==> config.mk <==
export PLATFORM = sky130hd
export DESIGN_NAME = signext_pipe
export DESIGN_NICKNAME = d
export VERILOG_FILES = /design/src/rtl/signext_pkg.sv /design/src/rtl/signext_core.sv /design/src/rtl/signext_pipe.sv
export SDC_FILE = /design/constraint.sdc
export NUM_CORES = 1
export LEC_CHECK = 0
export CORE_ASPECT_RATIO = 0.6
export CORE_MARGIN = 10
export CORE_UTILIZATION = 31
export DETAILED_ROUTE_END_ITERATION = 12
export PLACE_DENSITY = 0.67
export SLEW_MARGIN = 40
export SYNTH_ARGS = -nofsm -noshare
export SYNTH_HDL_FRONTEND = slang
export SYNTH_SLANG_ARGS = --single-unit
==> constraint.sdc <==
create_clock -name clk -period 1.3 [get_ports clk]
set_input_delay 0.13 -clock clk [delete_from_list [all_inputs] [get_ports clk]]
set_output_delay 0.13 -clock clk [all_outputs]
set_load 0.02 [all_outputs]
==> src/rtl/signext_pkg.sv <==
`default_nettype none
// ============================================================================
//  Module      : signext_pkg
//  Description : Shared types for the pipelined immediate extender: the
//                extension-mode encoding used on the decode interface and the
//                occupancy states of the two-entry output skid buffer.
//  Revision    : 1.0  initial release
// ============================================================================
package signext_pkg;

    // Encoding is fixed by the decode stage that drives in_mode.
    typedef enum logic [1:0] {
        EXT_SIGN      = 2'd0,
        EXT_ZERO      = 2'd1,
        EXT_UPPER     = 2'd2,
        EXT_SIGN_SHL2 = 2'd3
    } ext_mode_t;

    // Number of results currently held: none, main only, main plus skid.
    typedef enum logic [1:0] {
        EMPTY = 2'd0,
        ONE   = 2'd1,
        FULL  = 2'd2
    } buf_state_t;

endpackage : signext_pkg
`default_nettype wire

==> src/rtl/signext_core.sv <==
`default_nettype none
// ============================================================================
//  Module      : signext_core
//  Description : Purely combinational extension mux. Widens an IN_W-bit
//                immediate to OUT_W bits as sign, zero, upper (immediate in
//                the MSBs) or sign-extend followed by a left shift of two.
//  Ports       : i_data  [IN_W-1:0]  raw immediate
//                i_mode  ext_mode_t  extension selector
//                o_data  [OUT_W-1:0] extended value
//  Revision    : 1.0  initial release
// ============================================================================
module signext_core
    import signext_pkg::*;
#(
    parameter int IN_W  = 4,
    parameter int OUT_W = 16
) (
    input  logic [IN_W-1:0]  i_data,
    input  ext_mode_t        i_mode,
    output logic [OUT_W-1:0] o_data
);

    logic [OUT_W-1:0] w_sext;
    logic [OUT_W-1:0] w_zext;
    logic [OUT_W-1:0] w_upper;
    logic [OUT_W-1:0] w_shl2;

    assign w_sext  = {{(OUT_W-IN_W){i_data[IN_W-1]}}, i_data};
    assign w_zext  = {{(OUT_W-IN_W){1'b0}}, i_data};
    assign w_upper = {i_data, {(OUT_W-IN_W){1'b0}}};
    // Branch-offset form: word offset converted to a byte offset; the two
    // bits shifted out of the top are simply dropped.
    assign w_shl2  = {w_sext[OUT_W-3:0], 2'b00};

    always_comb begin
        o_data = w_sext;
        case (i_mode)
            EXT_SIGN:      o_data = w_sext;
            EXT_ZERO:      o_data = w_zext;
            EXT_UPPER:     o_data = w_upper;
            EXT_SIGN_SHL2: o_data = w_shl2;
            default:       o_data = w_sext;
        endcase
    end

endmodule : signext_core
`default_nettype wire

==> src/rtl/signext_pipe.sv <==
`default_nettype none
// ============================================================================
//  Module      : signext_pipe
//  Description : Pipelined immediate extender with valid/ready handshakes on
//                both sides. The extension is computed on the accept cycle
//                and stored in a two-entry skid buffer (main + skid) so the
//                block sustains one transfer per cycle under backpressure
//                while in_ready stays a pure flop.
//  Ports       : clk, reset             clock, synchronous active-high reset
//                in_valid/in_ready      upstream handshake
//                in_data [IN_W-1:0]     raw immediate
//                in_mode [1:0]          ext_mode_t selector
//                out_valid/out_ready    downstream handshake
//                out_data [OUT_W-1:0]   extended immediate
//                out_count [7:0]        completed output transfers (wraps)
//  Revision    : 1.0  initial release
// ============================================================================
module signext_pipe
    import signext_pkg::*;
#(
    parameter int IN_W  = 4,
    parameter int OUT_W = 16
) (
    input  logic             clk,
    input  logic             reset,
    input  logic             in_valid,
    output logic             in_ready,
    input  logic [IN_W-1:0]  in_data,
    input  logic [1:0]       in_mode,
    output logic             out_valid,
    input  logic             out_ready,
    output logic [OUT_W-1:0] out_data,
    output logic [7:0]       out_count
);

    logic [OUT_W-1:0] w_ext;
    logic             w_accept;
    logic             w_deliver;

    buf_state_t       r_state;
    logic [OUT_W-1:0] r_main;
    logic [OUT_W-1:0] r_skid;
    logic             r_out_valid;
    logic             r_in_ready;
    logic [7:0]       r_count;

    signext_core #(
        .IN_W  (IN_W),
        .OUT_W (OUT_W)
    ) u_core (
        .i_data (in_data),
        .i_mode (ext_mode_t'(in_mode)),
        .o_data (w_ext)
    );

    assign w_accept  = in_valid & r_in_ready;
    assign w_deliver = r_out_valid & out_ready;

    // in_ready and out_valid are updated alongside the state so that each
    // always equals a decode of the state it is registered with; in_ready
    // never sees out_ready combinationally.
    always_ff @(posedge clk) begin
        if (reset) begin
            r_state     <= EMPTY;
            r_main      <= '0;
            r_skid      <= '0;
            r_out_valid <= 1'b0;
            r_in_ready  <= 1'b1;
            r_count     <= 8'd0;
        end else begin
            if (w_deliver) begin
                r_count <= r_count + 8'd1;
            end

            case (r_state)
                EMPTY: begin
                    if (w_accept) begin
                        r_main      <= w_ext;
                        r_state     <= ONE;
                        r_out_valid <= 1'b1;
                        r_in_ready  <= 1'b1;
                    end
                end
                ONE: begin
                    if (w_accept && out_ready) begin
                        r_main <= w_ext;
                    end else if (w_accept) begin
                        // Main is stalled; park the newcomer behind it.
                        r_skid     <= w_ext;
                        r_state    <= FULL;
                        r_in_ready <= 1'b0;
                    end else if (out_ready) begin
                        r_state     <= EMPTY;
                        r_out_valid <= 1'b0;
                    end
                end
                FULL: begin
                    // in_ready is low here, so no accept can coincide.
                    if (out_ready) begin
                        r_main     <= r_skid;
                        r_state    <= ONE;
                        r_in_ready <= 1'b1;
                    end
                end
                default: begin
                    r_state     <= EMPTY;
                    r_out_valid <= 1'b0;
                    r_in_ready  <= 1'b1;
                end
            endcase
        end
    end

    assign in_ready  = r_in_ready;
    assign out_valid = r_out_valid;
    assign out_data  = r_main;
    assign out_count = r_count;

endmodule : signext_pipe
`default_nettype wire

# Word-level counts from Yosys, hierarchy flattened
# Cells that the tools add are included.
dict set report word_totals {
  reg_bits 44
  input_bits 10
  elab_cells 53
}
dict set report op_classes {
  add_sub_neg 1
  eq_ne 13
  n_mux 20
  n_bitwise 4
  n_reduce_logical 9
}
# cell n
set ops {}
lappend ops {{$pmux W16 S4} 1}
lappend ops {{$mux W16} 3}
lappend ops {{$pmux W16 S3} 1}
lappend ops {{$ne A2 B2 Y1 const B} 7}
lappend ops {{$reduce_and A4 Y1} 3}
lappend ops {{$mux W2} 5}
lappend ops {{$add A8 B1 Y8 const B} 1}
lappend ops {{$mux W1} 7}
lappend ops {{$eq A2 B2 Y1 const B} 3}
lappend ops {{$pmux W1 S3} 2}
lappend ops {{$pmux W2 S3} 1}
lappend ops {{$reduce_and A5 Y1} 1}
lappend ops {{$eq A2 B1 Y1 const B} 2}
lappend ops {{$logic_not A2 Y1} 2}
lappend ops {{$ne A3 B3 Y1 const B} 1}
lappend ops {{$reduce_and A3 Y1} 1}
lappend ops {{$reduce_bool A3 Y1} 1}
lappend ops {{$and A1 B1 Y1} 2}
lappend ops {{$not A1 Y1} 2}
lappend ops {{$logic_and A1 B1 Y1} 1}

# Depth between registers and ports, before layout
dict set report logic_depth {
  ltp_word 4
  ltp_mapped 6
  mapped_depth_nobuf 5
}

# Hierarchy
# From an unflattened synthesis, not the netlist that was laid out.
dict set report hier_totals {
  hier_cells 238
  hier_area_um2 2204.6
}
# module instances cells_per_inst area_per_inst_um2 seq_area_each_um2
set modules_own_cells {}
lappend modules_own_cells {signext_pipe 1 209 2004.4 880.8}
lappend modules_own_cells {signext_core 1 29 200.2 0.0}

# Worst setup path before layout
# OpenSTA, ideal clock, no wires.
dict set report synth_timing {
  path_kind {register to register}
  start {register r_in_ready, in the netlist in_ready}
  end {register r_main[11], in the netlist out_data[11]}
  arrival_time_ns 1.394
  required_ns 1.221
  path_slack_ns -0.174
  path_stages_with_launch 6
  cell_sequence {dfxtp_1 > nor4bb_1 > buf_2 > a311oi_4 > a21oi_2 > a211oi_2}
}
dict set report synth_via {
  elab_chain_len 4
  elab_cells_between_ends 5
  cone_classes {eq/ne: 2; bitwise: 1; reduce/logical: 2}
}
# item line_no
set synth_rtl {}
lappend synth_rtl {{start: declaration} signext_pipe.sv:44} ;# logic r_in_ready;
lappend synth_rtl {{start signal: assignment} signext_pipe.sv:68} ;# r_in_ready <= 1'b1;
lappend synth_rtl {{start signal: assignment} signext_pipe.sv:81} ;# r_in_ready <= 1'b1;
lappend synth_rtl {{start signal: assignment} signext_pipe.sv:91} ;# r_in_ready <= 1'b0;
lappend synth_rtl {{$and A1 B1 Y1 *} signext_pipe.sv:56} ;# assign w_accept = in_valid & r_in_ready;
lappend synth_rtl {{$logic_and A1 B1 Y1} signext_pipe.sv:85} ;# if (w_accept && out_ready) begin
lappend synth_rtl {{$ne A2 B2 Y1 (no source line)} --}
lappend synth_rtl {{$reduce_and A4 Y1 (no source line) *} --}
lappend synth_rtl {{end signal: assignment} signext_pipe.sv:78} ;# r_main <= w_ext;
lappend synth_rtl {{end signal: assignment} signext_pipe.sv:86} ;# r_main <= w_ext;
lappend synth_rtl {{end signal: assignment} signext_pipe.sv:100} ;# r_main <= r_skid;
lappend synth_rtl {{end: declaration} signext_pipe.sv:41} ;# logic [OUT_W-1:0] r_main;
# Mark *: on every way between the ends. The rest lies on a longest branch, timed or not.
# A chain may end at the register's enable or synchronous reset.

# Final worst setup path
dict set report layout_timing {
  start {register r_state[1]}
  end {register r_main[11], in the netlist out_data[11]}
}
dict set report layout_via {
  elab_chain_len 3
  elab_cells_between_ends 9
  cone_classes {eq/ne: 5; mux: 1; reduce/logical: 3}
}
# item line_no
set layout_rtl {}
lappend layout_rtl {{start: declaration} signext_pipe.sv:40} ;# buf_state_t r_state;
lappend layout_rtl {{start signal: assignment} signext_pipe.sv:64} ;# r_state <= EMPTY;
lappend layout_rtl {{start signal: assignment} signext_pipe.sv:79} ;# r_state <= ONE;
lappend layout_rtl {{start signal: assignment} signext_pipe.sv:90} ;# r_state <= FULL;
lappend layout_rtl {{$eq A2 B1 Y1, or another cell as far along} signext_pipe.sv:75} ;# case (r_state)
lappend layout_rtl {{$ne A2 B2 Y1 (no source line) or $reduce_bool A3 Y1 (tied branches)} --}
lappend layout_rtl {{$reduce_and A4 Y1 (no source line)} --}
# Several ways; a longest one is shown, not always the timed one.

==> results.env <==
WORST_SETUP_PATH_END_KIND='flop'
SYNTH_TOP_AREA_SHARE_PCT=40.3
POST-ROUTE-UTIL_PCT=50.7
SYNTH_SIMPLE_GATE_AREA_SHARE_PCT=26.4
COMPOUND_GATE_FRACTION_OF_SYNTH_AREA_PCT=21.9
RESULT_OF_THE_RUN='finished with violations'
YS_SEQ_ELEMENTS=32
FINAL_HOLD_VIOL_COUNT=0
DETAIL_ROUTE.DRC_VIOLATIONS=0
YOSYS.AREA_SHARE.XOR_XNOR_PCT=2.75
CLOCK_TREE.BUFFER_DEPTH=2
DRT_WL_TOTAL_UM=4960
R2R_END='out_data[11]$_SDFFE_PP0P_'
DESIGN.PORTCOUNT=36
MAX_CAP_VIOL_COUNT=0
SYN_TO_FINAL_GROWTH_PCT=59.5
GRT_FIRST_PASS_WIRELENGTH_UM=7690
DOMINANTREGCELLSYNTH='dfxtp_1'
GRT.OVERFLOW.TOTAL=0
SEQ_AREA_FRAC_SYNTH_PCT=40.3
CLOCKROOTBUFFER='clkbuf_8'
WORST_CLOCK_SKEW_NS=0.0139
LARGEST_NET_DEGREE_AT_THE_START_OF_GLOBAL_ROUTING=33
DIE_AREA_UM2=8490
SYNTH_EDF_COUNT=0
POST_DP_AREA_UM2=2200
PLACEABLECOREAREA_UM2=5000
POST-ROUTE-CELL-AREA_UM2=2540
IO_BUFFERS=35
STD_CELL_ROWS=20
VIOLATIONS='setup timing'
FIRST_ITER_VIOLATIONS=123
FINAL_LAYOUT_SIZE_SUFFIX_GT1_SHARE_PCT=38.4
WORST_SKEW_LATE_LATENCY_NS=0.28
ANTENNA_FOUND_INITIAL=0
FINALWEIGHTEDCONGESTION=0.809
SYNTH_ADDER_AREA_SHARE_PCT=0.787
GRTUSAGETOTAL_PCT=11.2
REG2REG_DEPTH=5
LEAKAGE_uW=0.00105
SYNTH_NETS=205
CTS-HTREE-LEVELS=2
NETLIST.TOP_CELL.BY_AREA='dfxtp_1'
REQUIRED_TIME_AT_THE_WORST_SLACK_ENDPOINT_NS=1.51
POWERDENSITY_nW_PER_UM2=994
ANTENNADIODECOUNT=0
DIE_HEIGHT_UM=75.5
MUX_CONTRIBUTION_TO_SYNTHESIZED_AREA_PCT=0
PATH_CLASS='flop to flop'
WORST_HOLD_PATH_TYPE='primary input to flop'
CRIT-REG2REG-LAUNCH='r_state[1]$_SDFFE_PP0P_'
HP-START='out_ready'
DR_TOTAL_VIAS=1604
PERIOD_MINUS_SLACK_NS=1.44
SETUP_VIOLATIONS=21
MIN_DELAY_WORST_ENDPOINT='r_state[0]$_SDFFE_PP0P_'
INITIAL_CORE_UTIL_PCT=31.8
TRITONCTS='built'
MAXSLEWVIOLCOUNT=0
YOSYS-TOP-CELLS-AREA='dfxtp_1 40%, nand2_1 6.4%, a21oi_1 6.0%'
MAX_SLEW_MARGIN_PCT=73.2
FF2FF_SETUP_SLACK_NS=-0.14
DOMINANT_COMBINATIONAL_CELL_FAMILY_BY_AREA_AFTER_SYNTHESIS='simple AND/OR/NAND/NOR gates'
CRITICAL_PATH_PEAK_FANOUT=5
FILL_CELLS=472
FIN_CRIT_SH_PCT=111
WORST_MARGIN_PIN_SLEW_NS=0.400
SETUP.WORST_PATH.START_CLASS='flop'
MAPPEDNETLISTAREA_UM2=1590
FINALWORSTSETUPSLACK_NS=-0.137
HPWL_REPORTED_AT_THE_END_OF_DETAILED_PLACEMENT_UM=3380
FIRST_GLOBAL_VIAS=1474
POST_DRT_WL_PER_CELL_UM=15.3
CTSHOLDBUFFERS=0
SETUP_REPAIR_AFTER_GLOBAL_ROUTING_MISSED_ITS_MARGIN='true'
SETUP_TOTAL_NEGATIVE_SLACK_NS=-1.61
WORSTHOLDPATHCELLS=4
DRTPASS1ITERATIONS=4
MAX_FREQ_GHz=0.696
CLOCK_SINK_COUNT=32
YOSYSWARNINGS=0
SYNTH.TOP_CELLS.BY_COUNT='32 x dfxtp_1, 27 x nand2_1, 21 x nor2_1'
POST-SYNTH-TOP-COUNT-CELL='dfxtp_1'
TIMING.CRITICAL_PATH.ARRIVAL_NS=1.65
ROUTE.ANTENNA.REMAINING_NETS=0
CTS.CLK_SLEW.WORST_PATHS_NS=0.08
WIDTH_OF_THE_CHIP_UM=112
YOSYS.CELL_TYPES.COUNT=40
ASYNC_RESET_FF_SHARE_PCT=0
POWER.IR.VDD_WORST_V=0.000482
FIN_NETS=268
MEAN_INSTANCE_SIZE_IN_THE_SYNTHESIZED_NETLIST_UM2=8.20
NUMCTSBUFFERS=5
VIAS_PER_CELL=4.95
SYNTHCELLS=194
==> cell usage in the layout, fill, tap and decap left out, drive strengths merged, types with 2 or more instances in the layout <==
cell and n:
nor3 4, or3 2, inv 3, nor2b 3
a311oi 3, nand2b 4, clkbuf 7, o21ai 8
xor2 2, nand3 11, dfxtp 32, clkdlybuf4s50 7
nor2 21, dlygate4sd2 26, buf 38, a21oi 20
clkinv 2, a31oi 2, a211oi 7, nor3b 2
nand3b 4, nand2 27, and2 2, xnor2 3
a311o 5
==> sequential cells by signal (all words and copies together), names as in the netlist <==
signal / count
out_count: 8
in_ready: 1
out_data: 10
r_state: 2
r_skid: 10
out_valid: 1
==> per-stage QoR <==
stage / hold WS, ns / total power [uW] / cells / worst slack (ns)
6_report: 0.415 / 2520 / 324 / -0.137
5_1_grt: 0.438 / 2640 / 324 / -0.217
4_1_cts: 0.409 / 2460 / 321 / -0.127
3_5_place_dp: 0.458 / 1670 / 312 / -0.466
3_3_place_gp: 0.445 / 1670 / 312 / -0.405
2_1_floorplan: 0.202 / 1410 / 194 / -0.117
==> worst max path at each step <==
stage	start	end	slack (ns)	depth (start not counted)
2_1_floorplan	in_ready$_SDFFE_PP1P_	out_data[2]$_SDFFE_PP0P_	-0.12	5
3_3_place_gp	in_valid	out_data[13]$_SDFFE_PP0P_	-0.40	7
3_5_place_dp	in_valid	out_data[4]$_SDFFE_PP0P_	-0.47	7
4_1_cts	r_state[1]$_SDFFE_PP0P_	out_data[14]$_SDFFE_PP0P_	-0.13	6
5_1_grt	r_state[1]$_SDFFE_PP0P_	out_data[14]$_SDFFE_PP0P_	-0.22	5
6_report	r_state[1]$_SDFFE_PP0P_	out_data[11]$_SDFFE_PP0P_	-0.14	5
==> logic make-up after synthesis <==
logic type,after synthesis
flops,32
fa+ha+maj,1
simple gates,85
xor+xnor,5
buf+inv,21
compound gates,50
==> metal layers <==
| layer | up-vias | share of wire, % | GRT usage, % |
|---|---|---|---|
| li1 | 810 | - | - |
| met2 | 35 | 44 | 15.7 |
| met3 | 2 | 6.7 | 3.93 |
| met4 | 0 | 0.14 | 2.10 |
| met5 | - | 0 | 0 |
| met1 | 757 | 49 | 15.9 |
==> critical path, cell delays in order (launching register included) <==
cell	delay, ns
dfxtp_4	0.39
and4b_4	0.23
a311oi_4	0.34
buf_4	0.18
a21oi_2	0.04
a211oi_2	0.19
==> area by class of cell <==
cell class	instances	area, um^2	area share [%]
Multi-Input combinational cell	142	1050	41.5
Clock buffer	6	82.6	3.26
Tap cell	66	82.6	3.26
Sequential cell	32	653	25.8
Inverter	3	11.3	0.444
Timing Repair Buffer	73	644	25.4
Clock inverter	2	10.0	0.395
==> report_power, final <==
part / internal, uW / switching (uW) / leakage [uW]
clock: 423 / 379 / 0.0000510
combinational: 300 / 335 / 0.000732
sequential: 1030 / 53.2 / 0.000263
==> repair_timing <==
item / 4_1_cts / 5_1_grt
gates resized for setup: 56 / 50
pin swaps: 23 / 20
endpoints found under the setup margin: 49 / 23
gates cloned: 1 / 0
setup buffers: 2 / 3
No activity file was read; power rests on OpenSTA's default activity.
